<file path="src/rtl/bus_sequencer_if.sv">
// Signal bundle shared by the bus sequencer, its CPU/DMA requesters and the memory.
// slave is the sequencer's view; master is the requester/memory side.
interface bus_sequencer_if #(
  parameter int unsigned AW = 32,
  parameter int unsigned DW = 32
);
  logic          i_cpu_req;
  logic          i_cpu_we;
  logic [AW-1:0] i_cpu_addr;
  logic [DW-1:0] i_cpu_wdata;
  logic          o_cpu_ack;
  logic [DW-1:0] o_cpu_rdata;

  logic          i_dma_req;
  logic          i_dma_we;
  logic [AW-1:0] i_dma_addr;
  logic [DW-1:0] i_dma_wdata;
  logic          o_dma_ack;
  logic [DW-1:0] o_dma_rdata;

  logic          o_bus_clk;
  logic          o_bus_we;
  logic [AW-1:0] o_bus_addr;
  logic [DW-1:0] o_bus_data;
  logic [DW-1:0] i_bus_data;
  logic          i_bus_data_ready;

  logic          o_busy;
  logic          o_owner;
  logic          o_timeout;

  modport slave (
    input  i_cpu_req, i_cpu_we, i_cpu_addr, i_cpu_wdata,
    output o_cpu_ack, o_cpu_rdata,
    input  i_dma_req, i_dma_we, i_dma_addr, i_dma_wdata,
    output o_dma_ack, o_dma_rdata,
    output o_bus_clk, o_bus_we, o_bus_addr, o_bus_data,
    input  i_bus_data, i_bus_data_ready,
    output o_busy, o_owner, o_timeout
  );

  modport master (
    output i_cpu_req, i_cpu_we, i_cpu_addr, i_cpu_wdata,
    input  o_cpu_ack, o_cpu_rdata,
    output i_dma_req, i_dma_we, i_dma_addr, i_dma_wdata,
    input  o_dma_ack, o_dma_rdata,
    input  o_bus_clk, o_bus_we, o_bus_addr, o_bus_data,
    output i_bus_data, i_bus_data_ready,
    input  o_busy, o_owner, o_timeout
  );
endinterface

</file>
<file path="src/rtl/bus_sequencer.sv">
// Round-robin CPU/DMA arbiter driving a single strobe-based memory bus, one transaction
// at a time; reads wait for data-ready or abort after TIMEOUT_CYCLES wait cycles.
module bus_sequencer #(
  parameter int unsigned AW             = 32,
  parameter int unsigned DW             = 32,
  parameter int unsigned TIMEOUT_CYCLES = 255
) (
  input logic            i_clk,
  input logic            i_rst,
  bus_sequencer_if.slave bus
);

  localparam int unsigned CntW = (TIMEOUT_CYCLES > 1) ? $clog2(TIMEOUT_CYCLES) : 1;
  localparam logic [CntW-1:0] CntLast = CntW'(TIMEOUT_CYCLES - 1);

  typedef enum logic [1:0] {StIdle, StReadWait, StWrite, StRelease} state_e;

  state_e          state_q, state_d;
  logic            last_dma_q, last_dma_d;
  logic            owner_q, owner_d;
  logic            busy_q, busy_d;
  logic            bus_clk_q, bus_clk_d;
  logic            bus_we_q, bus_we_d;
  logic [AW-1:0]   bus_addr_q, bus_addr_d;
  logic [DW-1:0]   bus_data_q, bus_data_d;
  logic            cpu_ack_q, cpu_ack_d;
  logic            dma_ack_q, dma_ack_d;
  logic [DW-1:0]   cpu_rdata_q, cpu_rdata_d;
  logic [DW-1:0]   dma_rdata_q, dma_rdata_d;
  logic            timeout_q, timeout_d;
  logic [CntW-1:0] cnt_q, cnt_d;

  logic            grant_dma;
  logic            sel_we;
  logic [AW-1:0]   sel_addr;
  logic [DW-1:0]   sel_wdata;
  logic            rd_done;
  logic [DW-1:0]   rd_val;

  // A tie goes to whichever port was not granted last.
  assign grant_dma = bus.i_dma_req & (~bus.i_cpu_req | ~last_dma_q);
  assign sel_we    = grant_dma ? bus.i_dma_we    : bus.i_cpu_we;
  assign sel_addr  = grant_dma ? bus.i_dma_addr  : bus.i_cpu_addr;
  assign sel_wdata = grant_dma ? bus.i_dma_wdata : bus.i_cpu_wdata;

  always_comb begin
    state_d     = state_q;
    last_dma_d  = last_dma_q;
    owner_d     = owner_q;
    busy_d      = busy_q;
    bus_clk_d   = bus_clk_q;
    bus_we_d    = bus_we_q;
    bus_addr_d  = bus_addr_q;
    bus_data_d  = bus_data_q;
    cpu_ack_d   = cpu_ack_q;
    dma_ack_d   = dma_ack_q;
    cpu_rdata_d = cpu_rdata_q;
    dma_rdata_d = dma_rdata_q;
    timeout_d   = timeout_q;
    cnt_d       = cnt_q;
    rd_done     = 1'b0;
    rd_val      = '0;

    case (state_q)
      StIdle: begin
        if (bus.i_cpu_req | bus.i_dma_req) begin
          owner_d    = grant_dma;
          last_dma_d = grant_dma;
          busy_d     = 1'b1;
          bus_clk_d  = 1'b1;
          bus_addr_d = sel_addr;
          bus_we_d   = sel_we;
          cnt_d      = '0;
          if (sel_we) begin
            bus_data_d = sel_wdata;
            state_d    = StWrite;
          end else begin
            state_d    = StReadWait;
          end
        end
      end

      StWrite: begin
        bus_clk_d  = 1'b0;
        bus_we_d   = 1'b0;
        bus_data_d = '0;
        cpu_ack_d  = ~owner_q;
        dma_ack_d  = owner_q;
        state_d    = StRelease;
      end

      StReadWait: begin
        // Ready takes priority over an expiring timeout in the same cycle.
        if (bus.i_bus_data_ready) begin
          rd_done = 1'b1;
          rd_val  = bus.i_bus_data;
        end else if ((TIMEOUT_CYCLES != 0) && (cnt_q == CntLast)) begin
          rd_done   = 1'b1;
          rd_val    = '1;
          timeout_d = 1'b1;
        end else begin
          cnt_d = cnt_q + CntW'(1);
        end
        if (rd_done) begin
          bus_clk_d = 1'b0;
          state_d   = StRelease;
          if (owner_q) begin
            dma_ack_d   = 1'b1;
            dma_rdata_d = rd_val;
          end else begin
            cpu_ack_d   = 1'b1;
            cpu_rdata_d = rd_val;
          end
        end
      end

      StRelease: begin
        cpu_ack_d = 1'b0;
        dma_ack_d = 1'b0;
        timeout_d = 1'b0;
        busy_d    = 1'b0;
        state_d   = StIdle;
      end

      default: state_d = StIdle;
    endcase
  end

  always_ff @(posedge i_clk or posedge i_rst) begin
    if (i_rst) begin
      state_q     <= StIdle;
      last_dma_q  <= 1'b1;
      owner_q     <= 1'b0;
      busy_q      <= 1'b0;
      bus_clk_q   <= 1'b0;
      bus_we_q    <= 1'b0;
      bus_addr_q  <= '0;
      bus_data_q  <= '0;
      cpu_ack_q   <= 1'b0;
      dma_ack_q   <= 1'b0;
      cpu_rdata_q <= '0;
      dma_rdata_q <= '0;
      timeout_q   <= 1'b0;
      cnt_q       <= '0;
    end else begin
      state_q     <= state_d;
      last_dma_q  <= last_dma_d;
      owner_q     <= owner_d;
      busy_q      <= busy_d;
      bus_clk_q   <= bus_clk_d;
      bus_we_q    <= bus_we_d;
      bus_addr_q  <= bus_addr_d;
      bus_data_q  <= bus_data_d;
      cpu_ack_q   <= cpu_ack_d;
      dma_ack_q   <= dma_ack_d;
      cpu_rdata_q <= cpu_rdata_d;
      dma_rdata_q <= dma_rdata_d;
      timeout_q   <= timeout_d;
      cnt_q       <= cnt_d;
    end
  end

  assign bus.o_cpu_ack   = cpu_ack_q;
  assign bus.o_cpu_rdata = cpu_rdata_q;
  assign bus.o_dma_ack   = dma_ack_q;
  assign bus.o_dma_rdata = dma_rdata_q;
  assign bus.o_bus_clk   = bus_clk_q;
  assign bus.o_bus_we    = bus_we_q;
  assign bus.o_bus_addr  = bus_addr_q;
  assign bus.o_bus_data  = bus_data_q;
  assign bus.o_busy      = busy_q;
  assign bus.o_owner     = owner_q;
  assign bus.o_timeout   = timeout_q;

endmodule

</file>
<file path="src/flat_wrapper.sv">
// flat-port wrapper written by rule: the top's interface ports become plain ports
module bus_sequencer_flat 
#(
  parameter int unsigned AW             = 32,
  parameter int unsigned DW             = 32,
  parameter int unsigned TIMEOUT_CYCLES = 255
)
  (i_clk, i_rst, bus_i_cpu_req, bus_i_cpu_we, bus_i_cpu_addr, bus_i_cpu_wdata, bus_o_cpu_ack, bus_o_cpu_rdata, bus_i_dma_req, bus_i_dma_we, bus_i_dma_addr, bus_i_dma_wdata, bus_o_dma_ack, bus_o_dma_rdata, bus_o_bus_clk, bus_o_bus_we, bus_o_bus_addr, bus_o_bus_data, bus_i_bus_data, bus_i_bus_data_ready, bus_o_busy, bus_o_owner, bus_o_timeout);
  bus_sequencer_if #(.AW(AW), .DW(DW)) bus_i ();
  input logic i_clk;
  input logic i_rst;
  input wire logic [$bits(bus_i.i_cpu_req)-1:0] bus_i_cpu_req;
  input wire logic [$bits(bus_i.i_cpu_we)-1:0] bus_i_cpu_we;
  input wire logic [$bits(bus_i.i_cpu_addr)-1:0] bus_i_cpu_addr;
  input wire logic [$bits(bus_i.i_cpu_wdata)-1:0] bus_i_cpu_wdata;
  output wire logic [$bits(bus_i.o_cpu_ack)-1:0] bus_o_cpu_ack;
  output wire logic [$bits(bus_i.o_cpu_rdata)-1:0] bus_o_cpu_rdata;
  input wire logic [$bits(bus_i.i_dma_req)-1:0] bus_i_dma_req;
  input wire logic [$bits(bus_i.i_dma_we)-1:0] bus_i_dma_we;
  input wire logic [$bits(bus_i.i_dma_addr)-1:0] bus_i_dma_addr;
  input wire logic [$bits(bus_i.i_dma_wdata)-1:0] bus_i_dma_wdata;
  output wire logic [$bits(bus_i.o_dma_ack)-1:0] bus_o_dma_ack;
  output wire logic [$bits(bus_i.o_dma_rdata)-1:0] bus_o_dma_rdata;
  output wire logic [$bits(bus_i.o_bus_clk)-1:0] bus_o_bus_clk;
  output wire logic [$bits(bus_i.o_bus_we)-1:0] bus_o_bus_we;
  output wire logic [$bits(bus_i.o_bus_addr)-1:0] bus_o_bus_addr;
  output wire logic [$bits(bus_i.o_bus_data)-1:0] bus_o_bus_data;
  input wire logic [$bits(bus_i.i_bus_data)-1:0] bus_i_bus_data;
  input wire logic [$bits(bus_i.i_bus_data_ready)-1:0] bus_i_bus_data_ready;
  output wire logic [$bits(bus_i.o_busy)-1:0] bus_o_busy;
  output wire logic [$bits(bus_i.o_owner)-1:0] bus_o_owner;
  output wire logic [$bits(bus_i.o_timeout)-1:0] bus_o_timeout;
  assign bus_i.i_cpu_req = bus_i_cpu_req;
  assign bus_i.i_cpu_we = bus_i_cpu_we;
  assign bus_i.i_cpu_addr = bus_i_cpu_addr;
  assign bus_i.i_cpu_wdata = bus_i_cpu_wdata;
  assign bus_o_cpu_ack = bus_i.o_cpu_ack;
  assign bus_o_cpu_rdata = bus_i.o_cpu_rdata;
  assign bus_i.i_dma_req = bus_i_dma_req;
  assign bus_i.i_dma_we = bus_i_dma_we;
  assign bus_i.i_dma_addr = bus_i_dma_addr;
  assign bus_i.i_dma_wdata = bus_i_dma_wdata;
  assign bus_o_dma_ack = bus_i.o_dma_ack;
  assign bus_o_dma_rdata = bus_i.o_dma_rdata;
  assign bus_o_bus_clk = bus_i.o_bus_clk;
  assign bus_o_bus_we = bus_i.o_bus_we;
  assign bus_o_bus_addr = bus_i.o_bus_addr;
  assign bus_o_bus_data = bus_i.o_bus_data;
  assign bus_i.i_bus_data = bus_i_bus_data;
  assign bus_i.i_bus_data_ready = bus_i_bus_data_ready;
  assign bus_o_busy = bus_i.o_busy;
  assign bus_o_owner = bus_i.o_owner;
  assign bus_o_timeout = bus_i.o_timeout;
  bus_sequencer #(.AW(AW), .DW(DW), .TIMEOUT_CYCLES(TIMEOUT_CYCLES)) u_core (.i_clk(i_clk), .i_rst(i_rst), .bus(bus_i));
endmodule
</file>
<file path="config.mk">
export PLATFORM = sky130hd
export DESIGN_NAME = bus_sequencer_flat
export DESIGN_NICKNAME = d
export VERILOG_FILES = /design/src/rtl/bus_sequencer_if.sv /design/src/rtl/bus_sequencer.sv /design/src/flat_wrapper.sv
export SDC_FILE = /design/constraint.sdc
export NUM_CORES = 1
export LEC_CHECK = 0
export ABC_AREA = 1
export ABC_CLOCK_PERIOD_IN_PS = 5000
export CORE_MARGIN = 2
export CORE_UTILIZATION = 38
export CTS_CLUSTER_SIZE = 10
export DETAILED_ROUTE_END_ITERATION = 10
export PLACE_DENSITY = 0.82
export SLEW_MARGIN = 5
export SYNTH_ARGS = -nofsm -noshare
export SYNTH_HDL_FRONTEND = slang
export SYNTH_SLANG_ARGS = --single-unit
</file>
<file path="constraint.sdc">
create_clock -name i_clk -period 5 [get_ports i_clk]
set_input_delay 1 -clock i_clk [delete_from_list [all_inputs] [get_ports i_clk]]
set_output_delay 1 -clock i_clk [all_outputs]
set_load 0.05 [all_outputs]
</file>
==> metrics.md, run 1 <==
| Metric | Value |
|---|---|
| Status | `completed` |
| Clk_skew | `0.00803 ns` |
| Synth Register Bits | `146` |
| CTS tree | `yes` |
| Setup CP Type | `in2reg` |
| IO buf count | `301` |
| Reg clk slew, reported paths | `0.07 ns` |
| Syn-to-layout area delta | `54.3%` |
| Sequential fraction of the synthesis area | `0.539` |
| GRT Util Overall | `0.219` |
| Hold WC Path Type | `reg2reg` |
| RSZ-0062 raised after global routing | `no` |
| # hold bufs at CTS | `0` |
| Post-synth EDFFs | `0` |
| GR Overflow Total | `0` |
| WL per Instance | `15.5 um` |
| CTS Sinks | `146` |
| WL final | `20600 um` |
| Final setup fails | `0` |
| Max-Cap Viols | `0` |
| # nets final | `1268` |
| Initial Util | `0.391` |
| Detailed placement HPWL | `14800 um` |
| Synth async-reset ratio | `1.00` |
| WP data required | `5.35 ns` |
| Clock Path Buffers | `2` |
| Global-route wire length before repair | `32100 um` |
| # DRC | `0` |
| Max VDD drop | `442 uV` |
| Starting DRC count in detailed routing | `328` |
| Worst-Margin Slew | `1.09 ns` |
| Initial antenna violation count | `0` |
| Post-Synthesis Cells | `818` |
| Total power | `7.82 mW` |
| Core footprint | `17400 sq um` |
| Worst hold slack | `0.484 ns` |
| Chip width | `138 um` |
| Crit path launch type | `input pin` |
| Layout cells sized above 1 | `0.0623` |
| CP Capture Type | `flop` |
| Final core occ | `0.603` |
| Most common flop cell mapped by yosys | `dfrtp_1` |
| Syn nets | `992` |
| Vias/cell | `4.91` |
| Cell variety after synth | `29` |
| Largest net degree at the start of global routing | `122` |
| Highest clock rate | `285 MHz` |
| Vias | `6534` |
| Die area | `18900 sq um` |
| Slew Limit Fails | `0` |
| Die Height | `138 um` |
| Period utilization | `0.703` |
| Synthesized area | `6780 sq um` |
| Routability Congestion | `0.859` |
| Vias in the first global route | `6427` |
| Antenna Cells | `0` |
| Rows | `48` |
| CTS root buffer | `clkbuf_16` |
| Maximum fanout along the worst path | `34` |
| CTS buffer count | `17` |
| Slew margin rel. | `0.272` |
| Hold Violations, Final | `0` |
| Commonest non-fill, non-tap cell in the layout | `clkdlybuf4s50_1` |
| Post-route antenna net violation count | `0` |
| CTS resizes | `0` |
| Synthesized area per cell | `8.29 sq um` |
| Clock period minus worst slack | `3.51 ns` |
| DR pass1 iterations | `5` |
| Most frequent cells in the layout | `clkdlybuf4s50_1 (301), nand2_1 (287), dfrtp_1 (145)` |
| Synth Warn # | `0` |
| P per Cell Area | `747 nW/um^2` |
| Static leakage | `4.75 nW` |
| Setup bufs post-CTS | `0` |
| H-tree depth | `4` |
| Worst-Skew Late Latency | `0.42 ns` |
| I/O pin cnt | `302` |
| Critical Path AT | `3.86 ns` |
| Setup TNS | `0 ns` |
[cell families after synthesis]
family,Yosys count,synth area share
and+or+nand+nor,406,0.242
AOI/OAI and AO/OA,183,0.146
DFF,146,0.539
buffers and inverters,74,0.0568
adders and majority gates,7,0.0129
xor gates and xnor gates,2,0.00258
[registers in the layout (all words and copies together) (netlist names)]
register,flops
u_core.bus.o_dma_ack,1
u_core.cnt_q,8
u_core.bus.o_dma_rdata,32
u_core.last_dma_q,1
u_core.bus.o_cpu_rdata,32
u_core.bus.o_busy,1
u_core.bus.o_timeout,1
u_core.bus.o_bus_data,32
u_core.bus.o_bus_clk,1
u_core.bus.o_cpu_ack,1
u_core.bus.o_bus_addr,32
u_core.bus.o_owner,1
u_core.bus.o_bus_we,1
u_core.state_q,2
[path summary, 6_finish.rpt]
check	startpoint	to	slack, ns	cells past startpoint
max	bus_i_cpu_req	u_core.bus.o_bus_data[4]	1.49	9
min	u_core.bus.o_cpu_rdata[25]	u_core.bus.o_cpu_rdata[25]	0.48	2
max reg2reg	u_core.state_q[1]	u_core.bus.o_bus_data[4]	1.92	7
min reg2reg	u_core.bus.o_cpu_rdata[25]	u_core.bus.o_cpu_rdata[25]	0.48	2
max in group asynchronous	i_rst	u_core.bus.o_bus_data[16]	2.81	3
min in group asynchronous	i_rst	u_core.bus.o_bus_addr[1]	1.24	2
[routing by layer]
| layer | up-vias | part of all wire | global-route usage |
|---|---|---|---|
| li1 | 3215 | - | - |
| met1 | 3022 | 0.39 | 0.252 |
| met2 | 263 | 0.50 | 0.384 |
| met3 | 34 | 0.082 | 0.0614 |
| met4 | 0 | 0.027 | 0.0876 |
| met5 | - | 0 | 0 |
[report_power, final]
group	leakage (nW)	internal, mW	switching (mW)	total (mW)
Sequential	1.83	1.73	0.316	2.04
Combinational	2.62	1.40	3.01	4.41
Clock	0.309	0.812	0.556	1.37
[layout make-up]
cell class                      count  area [sq um]
Sequential cell                   146          3650
Multi-Input combinational cell    598          2740
Timing Repair Buffer              307          3060
Clock buffer                       17           425
Tap cell                          225           282
Fill cell                        1535          6890
Clock inverter                     15           206
Inverter                           24          95.1
[cells in the mapped netlist (all sizes together) (2+ instances only)]
master / number / area share
ha: 7 / 0.013
buf: 23 / 0.029
nand2: 292 / 0.16
nor3: 3 / 0.0022
clkbuf: 27 / 0.015
dfrtp: 145 / 0.54
xor2: 2 / 0.0026
a21oi: 35 / 0.027
nand3: 43 / 0.034
nor2: 63 / 0.036
nand3b: 2 / 0.0022
inv: 23 / 0.013
o21ai: 147 / 0.12
nand4: 2 / 0.0018
[worst max-delay path, cell delays in order]
cell	delay, ns
clkdlybuf4s50_1	0.50
nand2_1	0.07
nand2_2	0.29
inv_2	0.06
nand2_1	0.12
nand3_2	0.52
nand2_1	1.01
nand2_1	0.16
nand2_1	0.11
[per-stage QoR]
stage	area (sq um)	std cells	setup slack, ns
floorplan	6780	818	0.0787
global placement	9830	1300	1.20
detailed placement	9830	1300	1.07
CTS	10500	1332	1.52
global route	10500	1332	1.23
finish	10500	1332	1.49
No activity file was read; power rests on OpenSTA's default activity.
==> run 2: changes to the inputs <==
--- a/config.mk
+++ b/config.mk
@@ -6,12 +6,12 @@
 export NUM_CORES = 1
 export LEC_CHECK = 0
 export ABC_AREA = 1
-export ABC_CLOCK_PERIOD_IN_PS = 5000
+export ABC_CLOCK_PERIOD_IN_PS = 3400
 export CORE_MARGIN = 2
-export CORE_UTILIZATION = 38
+export CORE_UTILIZATION = 42
 export CTS_CLUSTER_SIZE = 10
 export DETAILED_ROUTE_END_ITERATION = 10
-export PLACE_DENSITY = 0.82
+export PLACE_DENSITY = 0.85
 export SLEW_MARGIN = 5
 export SYNTH_ARGS = -nofsm -noshare
 export SYNTH_HDL_FRONTEND = slang
==> constraint.sdc (replaced) <==
create_clock -name i_clk -period 3.4 [get_ports i_clk]
set_input_delay 0.68 -clock i_clk [delete_from_list [all_inputs] [get_ports i_clk]]
set_output_delay 0.68 -clock i_clk [all_outputs]
set_load 0.05 [all_outputs]
==> run 2 against run 1 <==
  * Utilization up 6.1 points
  * Setup slack worse by 0.51 ns
  * Worst hold slack worse by 0.012 ns
  * Non-clock buffer count up 6
  * Power up 48%
  * Largest cell class unchanged
  * Sequential power up 48%
  * Cell count down 0.23%
  * Critical path type is now reg2out
==> metrics.md, run 2 (synthesized netlist as in run 1, its figures left out) <==
| Metric | Value |
|---|---|
| Chip width | `131 um` |
| Hold Violations, Final | `0` |
| Worst hold path startpoint | `u_core.last_dma_q` |
| CTS resizes | `0` |
| GR Overflow Total | `0` |
| R2r startpoint | `u_core.cnt_q[0]` |
| # nets final | `1274` |
| Final core occ | `0.664` |
| Crit path launch type | `flop` |
| CP Capture Type | `primary output` |
| Hold WC Path Type | `reg2reg` |
| Setup CP Type | `reg2out` |
| GRT Util Overall | `0.245` |
| # hold bufs at CTS | `0` |
| Setup crit start | `u_core.bus.o_owner` |
| Reg clk slew, reported paths | `0.06 ns` |
| DR pass1 iterations | `5` |
| Dpl cells | `1297` |
| Die Height | `131 um` |
| Vias | `6660` |
| Final Instance Count excl. Fillers | `1329` |
| WL per Instance | `15.7 um` |
| Multi-input logic area | `2740 sq um` |
| Buf+Inv Stages, Crit Path | `1` |
| Final WS setup | `0.971 ns` |
| Maximum fanout along the worst path | `5` |
| Static leakage | `4.77 nW` |
| RSZ-0062 raised after global routing | `no` |
| Global-route wire length before repair | `32300 um` |
| CTS buffer count | `17` |
| # DRC | `0` |
| Post-DP Area | `9880 sq um` |
| Period utilization | `0.714` |
| Initial antenna violation count | `0` |
| Initial Util | `0.428` |
| I/O pin cnt | `302` |
| Core footprint | `15800 sq um` |
| Slew Limit Fails | `0` |
| Commonest non-fill, non-tap cell in the layout | `clkdlybuf4s50_1` |
| Max VDD drop | `606 uV` |
| Clock period minus worst slack | `2.43 ns` |
| Max-Cap Viols | `0` |
| Post-route antenna net violation count | `0` |
| H-tree depth | `4` |
| Post-route design area | `10500 sq um` |
| CTS tree | `yes` |
| Slowest-stage cell, CP | `clkdlybuf4s50_1` |
| Most frequent cells in the layout | `clkdlybuf4s50_1 (301), nand2_1 (287), dfrtp_1 (145)` |
| CTS Sinks | `146` |
| WP data required | `2.72 ns` |
| Worst slack, placed | `0.657 ns` |
| Setup bufs post-CTS | `0` |
| R2R setup slack | `1.11 ns` |
| Clock Path Buffers | `2` |
| Clk_skew | `0.0111 ns` |
| Layout fillers | `1314` |
| Vias in the first global route | `6359` |
| Setup TNS | `0 ns` |
| Seq. cell area | `3650 sq um` |
| Detailed placement HPWL | `15200 um` |
| Rows | `46` |
| Worst hold slack | `0.472 ns` |
| Slowest Stage Delay on Critical Path | `0.88 ns` |
| Layout cells sized above 1 | `0.0656` |
| Critical-path cell list | `clkdlybuf4s50_1` |
| P per Cell Area | `1100 nW/um^2` |
| Syn-to-layout area delta | `54.9%` |
| Vias/cell | `5.01` |
| Routability Congestion | `0.838` |
| Worst-Skew Late Latency | `0.42 ns` |
| IO buf count | `301` |
| Worst-Margin Slew | `0.838 ns` |
| Largest net degree at the start of global routing | `147` |
| Highest clock rate | `412 MHz` |
| Critical Path AT | `1.75 ns` |
| Slew margin rel. | `0.441` |
| Final setup fails | `0` |
| Die area | `17200 sq um` |
| Total power | `11.6 mW` |
| Status | `completed` |
| Critical path's top delay family | `buffers and inverters` |
| Starting DRC count in detailed routing | `401` |
| WL final | `20800 um` |
| CTS root buffer | `clkbuf_16` |
| Antenna Cells | `0` |
==> run 2: changes by cell type in the layout (fill, tap and decap cells not counted) <==
cell / previous run / this run
inv_8: 5 / 0
clkinv_2: 0 / 2
clkbuf_8: 0 / 1
buf_4: 6 / 11
bufinv_16: 3 / 4
buf_12: 0 / 1
clkinv_4: 1 / 3
clkbuf_1: 0 / 2
inv_6: 6 / 1
clkinvlp_4: 1 / 3
==> run 2: path summary, 6_finish.rpt <==
check                      depth (start not counted)                   endpoint
setup / recovery                                   1                bus_o_owner
hold / removal                                     2          u_core.last_dma_q
setup reg to reg                                   9  u_core.bus.o_dma_rdata[9]
hold reg to reg                                    2          u_core.last_dma_q
max in group asynchronous                          3  u_core.bus.o_bus_data[15]
min in group asynchronous                          3  u_core.bus.o_dma_rdata[0]
==> run 2: where the power goes <==
part	internal (mW)	switching [mW]	leakage [nW]
clock network	1.25	0.742	0.301
registers	2.54	0.466	1.83
logic	2.08	4.47	2.64
==> run 2: per-layer routing <==
layer / up-vias / track usage / share of wire
met2: 279 / 0.411 / 0.49
met1: 3105 / 0.286 / 0.38
li1: 3227 / - / -
met3: 49 / 0.0812 / 0.088
met4: 0 / 0.113 / 0.040
met5: - / 0 / 0
==> run 2: cell type report <==
type	count	share of cell area
well taps	216	0.0257
inverters	24	0.00893
clock inverters	12	0.0172
flip-flops and latches	146	0.348
clock buffers	20	0.0425
repair buffers	313	0.297
multi-input cells	598	0.261
==> run 3: changes to the inputs <==
--- a/config.mk
+++ b/config.mk
@@ -6,12 +6,12 @@
 export NUM_CORES = 1
 export LEC_CHECK = 0
 export ABC_AREA = 1
-export ABC_CLOCK_PERIOD_IN_PS = 3400
+export ABC_CLOCK_PERIOD_IN_PS = 2150
 export CORE_MARGIN = 2
-export CORE_UTILIZATION = 42
+export CORE_UTILIZATION = 38
 export CTS_CLUSTER_SIZE = 10
 export DETAILED_ROUTE_END_ITERATION = 10
-export PLACE_DENSITY = 0.85
+export PLACE_DENSITY = 0.82
 export SLEW_MARGIN = 5
 export SYNTH_ARGS = -nofsm -noshare
 export SYNTH_HDL_FRONTEND = slang
==> constraint.sdc (replaced) <==
create_clock -name i_clk -period 2.15 [get_ports i_clk]
set_input_delay 0.43 -clock i_clk [delete_from_list [all_inputs] [get_ports i_clk]]
set_output_delay 0.43 -clock i_clk [all_outputs]
set_load 0.05 [all_outputs]
==> run 3 against run 2 <==
  * Clock skew down 0.0019 ns
  * First-iteration DRC count is 23% lower
  * Cell count grew 1.1%
  * Die area rose by 10%
  * Non-clock buffer count up 6
  * Setup slack lost 0.90 ns
==> metrics.md, run 3 (synthesized netlist as in run 1, its figures left out) <==
| Metric | Value |
|---|---|
| R2R setup slack | `0.22 ns` |
| Crit path launch type | `flop` |
| IO buf count | `301` |
| Layout cells sized above 1 | `0.0751` |
| Initial Util | `0.391` |
| Setup bufs post-CTS | `0` |
| Most frequent cells in the layout | `clkdlybuf4s50_1 (298), nand2_1 (287), dfrtp_1 (145)` |
| Starting DRC count in detailed routing | `309` |
| Chip width | `138 um` |
| Status | `completed` |
| P per Cell Area | `1700 nW/um^2` |
| Die Height | `138 um` |
| Multi-input logic area | `2740 sq um` |
| Syn-to-layout area delta | `55.9%` |
| Slowest-stage cell, CP | `clkdlybuf4s50_1` |
| Setup CP Type | `reg2out` |
| Hold Violations, Final | `0` |
| Worst hold slack | `0.466 ns` |
| Clk_skew | `0.00919 ns` |
| Seq. cell area | `3650 sq um` |
| Worst slack, placed | `0.121 ns` |
| CP Capture Type | `primary output` |
| # DRC | `0` |
| GRT Util Overall | `0.218` |
| Hold WC Path Type | `reg2reg` |
| Core footprint | `17400 sq um` |
| Clock Path Buffers | `2` |
| Post-DP Area | `10000 sq um` |
| Final setup fails | `0` |
| Initial antenna violation count | `0` |
| Setup TNS | `0 ns` |
| Detailed placement HPWL | `15000 um` |
| Maximum fanout along the worst path | `2` |
| CTS tree | `yes` |
| Vias/cell | `4.94` |
| WL final | `20700 um` |
| Die area | `18900 sq um` |
| Rows | `48` |
| Final core occ | `0.609` |
| I/O pin cnt | `302` |
| Static leakage | `4.81 nW` |
| Final WS setup | `0.0691 ns` |
| Vias in the first global route | `6310` |
| WL per Instance | `15.4 um` |
| Slowest Stage Delay on Critical Path | `0.83 ns` |
| CTS root buffer | `clkbuf_16` |
| Period utilization | `0.968` |
| Slew Limit Fails | `0` |
| Vias | `6636` |
| Post-route design area | `10600 sq um` |
| Max-Cap Viols | `0` |
| GR Overflow Total | `0` |
| Reg clk slew, reported paths | `0.06 ns` |
| Commonest non-fill, non-tap cell in the layout | `clkdlybuf4s50_1` |
| Critical path's top delay family | `buffers and inverters` |
| CTS buffer count | `17` |
| Highest clock rate | `481 MHz` |
| # hold bufs at CTS | `0` |
| Slew margin rel. | `0.610` |
| DR pass1 iterations | `4` |
| Antenna Cells | `0` |
| CTS Sinks | `146` |
| Max VDD drop | `1010 uV` |
| Critical-path cell list | `clkdlybuf4s50_1` |
| CTS resizes | `0` |
| Global-route wire length before repair | `31900 um` |
| H-tree depth | `4` |
| Worst-Margin Slew | `0.584 ns` |
| RSZ-0062 raised after global routing | `no` |
| Routability Congestion | `0.797` |
| Post-route antenna net violation count | `0` |
| Worst-Skew Late Latency | `0.42 ns` |
| Buf+Inv Stages, Crit Path | `1` |
| Clock period minus worst slack | `2.08 ns` |
| Layout fillers | `1495` |
| Largest net degree at the start of global routing | `75` |
| # nets final | `1280` |
| Critical Path AT | `1.65 ns` |
| WP data required | `1.72 ns` |
-- run 3: changes by cell type in the layout (fill, tap and decap cells not counted) --
cell	previous run	this run
inv_6	1	6
clkdlybuf4s50_1	301	298
clkbuf_1	2	0
buf_4	11	13
clkinv_2	2	1
bufinv_16	4	0
clkinvlp_4	3	4
clkinv_4	3	2
buf_12	1	8
inv_8	0	2
-- run 3: final timing paths --
check | start | to | cells after the start
worst min-delay path | u_core.last_dma_q | u_core.last_dma_q | 2
max in group asynchronous | i_rst | u_core.last_dma_q | 3
worst max-delay path | u_core.bus.o_dma_rdata[30] | bus_o_dma_rdata[30] | 1
worst min register to register | u_core.last_dma_q | u_core.last_dma_q | 2
worst max register to register | u_core.state_q[0] | u_core.cnt_q[3] | 9
min in group asynchronous | i_rst | u_core.bus.o_cpu_rdata[9] | 3
-- run 3: cell type report --
class	count	share of cell area
inverter	24	0.00887
sequential	146	0.346
clock inverter	14	0.0114
timing repair buffer	319	0.306
tap	225	0.0266
clock buffer	18	0.0415
multi-input combinational	598	0.259
-- run 3: metal layers --
layer  global-route usage  up-vias  share of wire
li1                     -     3239              -
met1                0.261     3083           0.39
met2                0.375      289           0.50
met3               0.0611       25          0.087
met4               0.0750        0          0.023
met5                    0        -              0
-- run 3: power breakdown --
group	internal [mW]	switching, mW	leakage, nW
clock	1.55	1.25	0.269
combinational	3.40	7.06	2.71
sequential	4.01	0.740	1.83
total	8.96	9.05	4.81
-- run 3: metrics by stage --
| step | cells | total power, mW |
|---|---|---|
| final | 1344 | 18.0 |
| after global placement | 1312 | 15.1 |
| after global routing | 1344 | 19.0 |
| after floorplan | 818 | 11.6 |
| after detailed placement | 1312 | 15.3 |
| after CTS | 1344 | 18.1 |
-- run 3: worst reg2reg max path, delay by kind of cell, from the launching register on --
kind	cells	cell delay (ns)
simple gates	4	0.48
fa+ha+maj	1	0.23
compound gates	1	0.21
flops	1	0.45
buf+inv	3	0.45
==> patch, RTL diff (config.mk and constraints of run 1) <==
The 4 states of `state_e` get a one-hot encoding in 4 bits.
--- a/src/rtl/bus_sequencer.sv
+++ b/src/rtl/bus_sequencer.sv
@@ -15,3 +15,3 @@
 
-  typedef enum logic [1:0] {StIdle, StReadWait, StWrite, StRelease} state_e;
+  typedef enum logic [3:0] {StIdle = 4'b0001, StReadWait = 4'b0010, StWrite = 4'b0100, StRelease = 4'b1000} state_e;
 
Function: same outputs for any inputs over 4 cycles, from zero or initial values and one cycle with i_rst high; so few cycles prove little.
==> patch against run 1 <==
Clock power is 10% lower; routed wire length grew 0.76%; sequential cell count increased by 2; sequential share of layout area up 0.31 points; final area increased by 0.51%; worst setup slack improved by 0.068 ns; synthesized area rose by 1.5%; power down 2.1%; largest cell class unchanged; highest routed layer unchanged.
==> patch: results <==
{
  "sw_frac_of_total_pct": 49.6,
  "vias_per_cell": 4.95,
  "hold_start": "u_core.bus.o_bus_data[20]",
  "route.met2.wl_mm": 9.98,
  "grt_max_degree": 115,
  "leakage_nw": 4.84,
  "met3_length_mm": 1.69,
  "cpMaxStageDelayCell": "clkdlybuf4s50_1",
  "r2r-start": "u_core.last_dma_q",
  "dp_hpwl_mm": 14.6,
  "status": "complete, no violations",
  "fin_skew_ns": 0.0115,
  "grt_pass1_wl_mm": 33.4,
  "peakVddDrop_mv": 0.449,
  "synth_area_leaders": "dfrtp_1, nand2_1, o21ai_0",
  "wl_met1_mm": 8.48,
  "wl_mm": 20.8,
  "layout-drive-gt1-share_pct": 4.67,
  "cp-startpoint": "bus_i_cpu_req",
  "gp_congestion": 0.825,
  "ys_seq_area_share_pct": 53.9,
  "postSynthNetCount": 1022,
  "grt_pass1_vias": 6518,
  "combPwrFrac_pct": 57.1,
  "drtIter0Drc": 332,
  "grt_usage_pct": 21.5,
  "ys_top_cells_by_count": "nand2_1, dfrtp_1, nor2_1, o21ai_0, o21ai_1",
  "first_pass_iters": 4,
  "synth.distinct_cells": 27,
  "slowest_delay_ns": 0.54,
  "fillers": 1610,
  "tightest_slew_ns": 1.02
}
==> patch: worst max-delay path: cells and delay by family <==
| family | cells | cell delay, ns |
|---|---|---|
| compound gates | 1 | 0.21 |
| simple gates | 6 | 1.96 |
| buf+inv | 1 | 0.54 |
==> patch: layer usage <==
layer	up-vias	track usage, %
li1	3291	-
met1	3140	26.4
met2	290	36.0
met3	37	6.53
met4	0	7.95
met5	-	0
==> patch: final cells by class <==
cell class	instances	area (um^2)	area share [%]
Tap cell	229	287	2.72
Inverter	19	76.3	0.726
Timing Repair Buffer	306	3050	29.0
Sequential cell	148	3710	35.2
Clock inverter	12	135	1.28
Clock buffer	19	433	4.12
Multi-Input combinational cell	632	2830	26.9
==> patch: power by group through the flow <==
stage | combinational [W] | sequential [W] | clock (W)
final | 0.00437 | 0.00205 | 0.00123
after global routing | 0.00465 | 0.00211 | 0.00133
after CTS | 0.00441 | 0.00205 | 0.00126
after detailed placement | 0.00441 | 0.00206 | 0
after global placement | 0.00434 | 0.00204 | 0
after floorplan | 0.00119 | 0.00378 | 0
==> patch: cell families (layout without fill, tap and decap cells) <==
group	count (synthesis)	count (layout)	synth area share [%]
AND/OR/NAND/NOR	458	458	26.8
AO/OA/AOI/OAI	171	171	13.7
flip-flops	148	148	53.9
buffers and inverters	73	356	5.13
adder cells (fa/ha/maj)	2	2	0.364
XOR/XNOR	1	1	0.127
==> patch: through the flow <==
step           worst slack, ns  instance area [um^2]  hold WS (ns)  utilization [%]  std cells
4_1_cts                   1.53                 10500         0.481             59.0       1365
2_1_floorplan           0.0236                  6880         0.444                -        853
3_3_place_gp              1.24                  9950         0.461             55.8       1334
6_report                  1.55                 10500         0.478             59.0       1365
3_5_place_dp              1.08                  9950         0.465             55.8       1334
5_1_grt                   1.27                 10500         0.495             59.0       1365
==> patch: path summary, 6_finish.rpt <==
check	to	slack, ns	cells after the start
worst min register to register	u_core.bus.o_bus_data[20]	0.48	2
min in group asynchronous	u_core.bus.o_cpu_rdata[20]	1.20	2
worst min-delay path	u_core.bus.o_bus_data[20]	0.48	2
worst max register to register	u_core.bus.o_bus_data[8]	2.16	7
max in group asynchronous	u_core.bus.o_bus_data[5]	2.89	3
worst max-delay path	u_core.bus.o_bus_data[8]	1.55	8
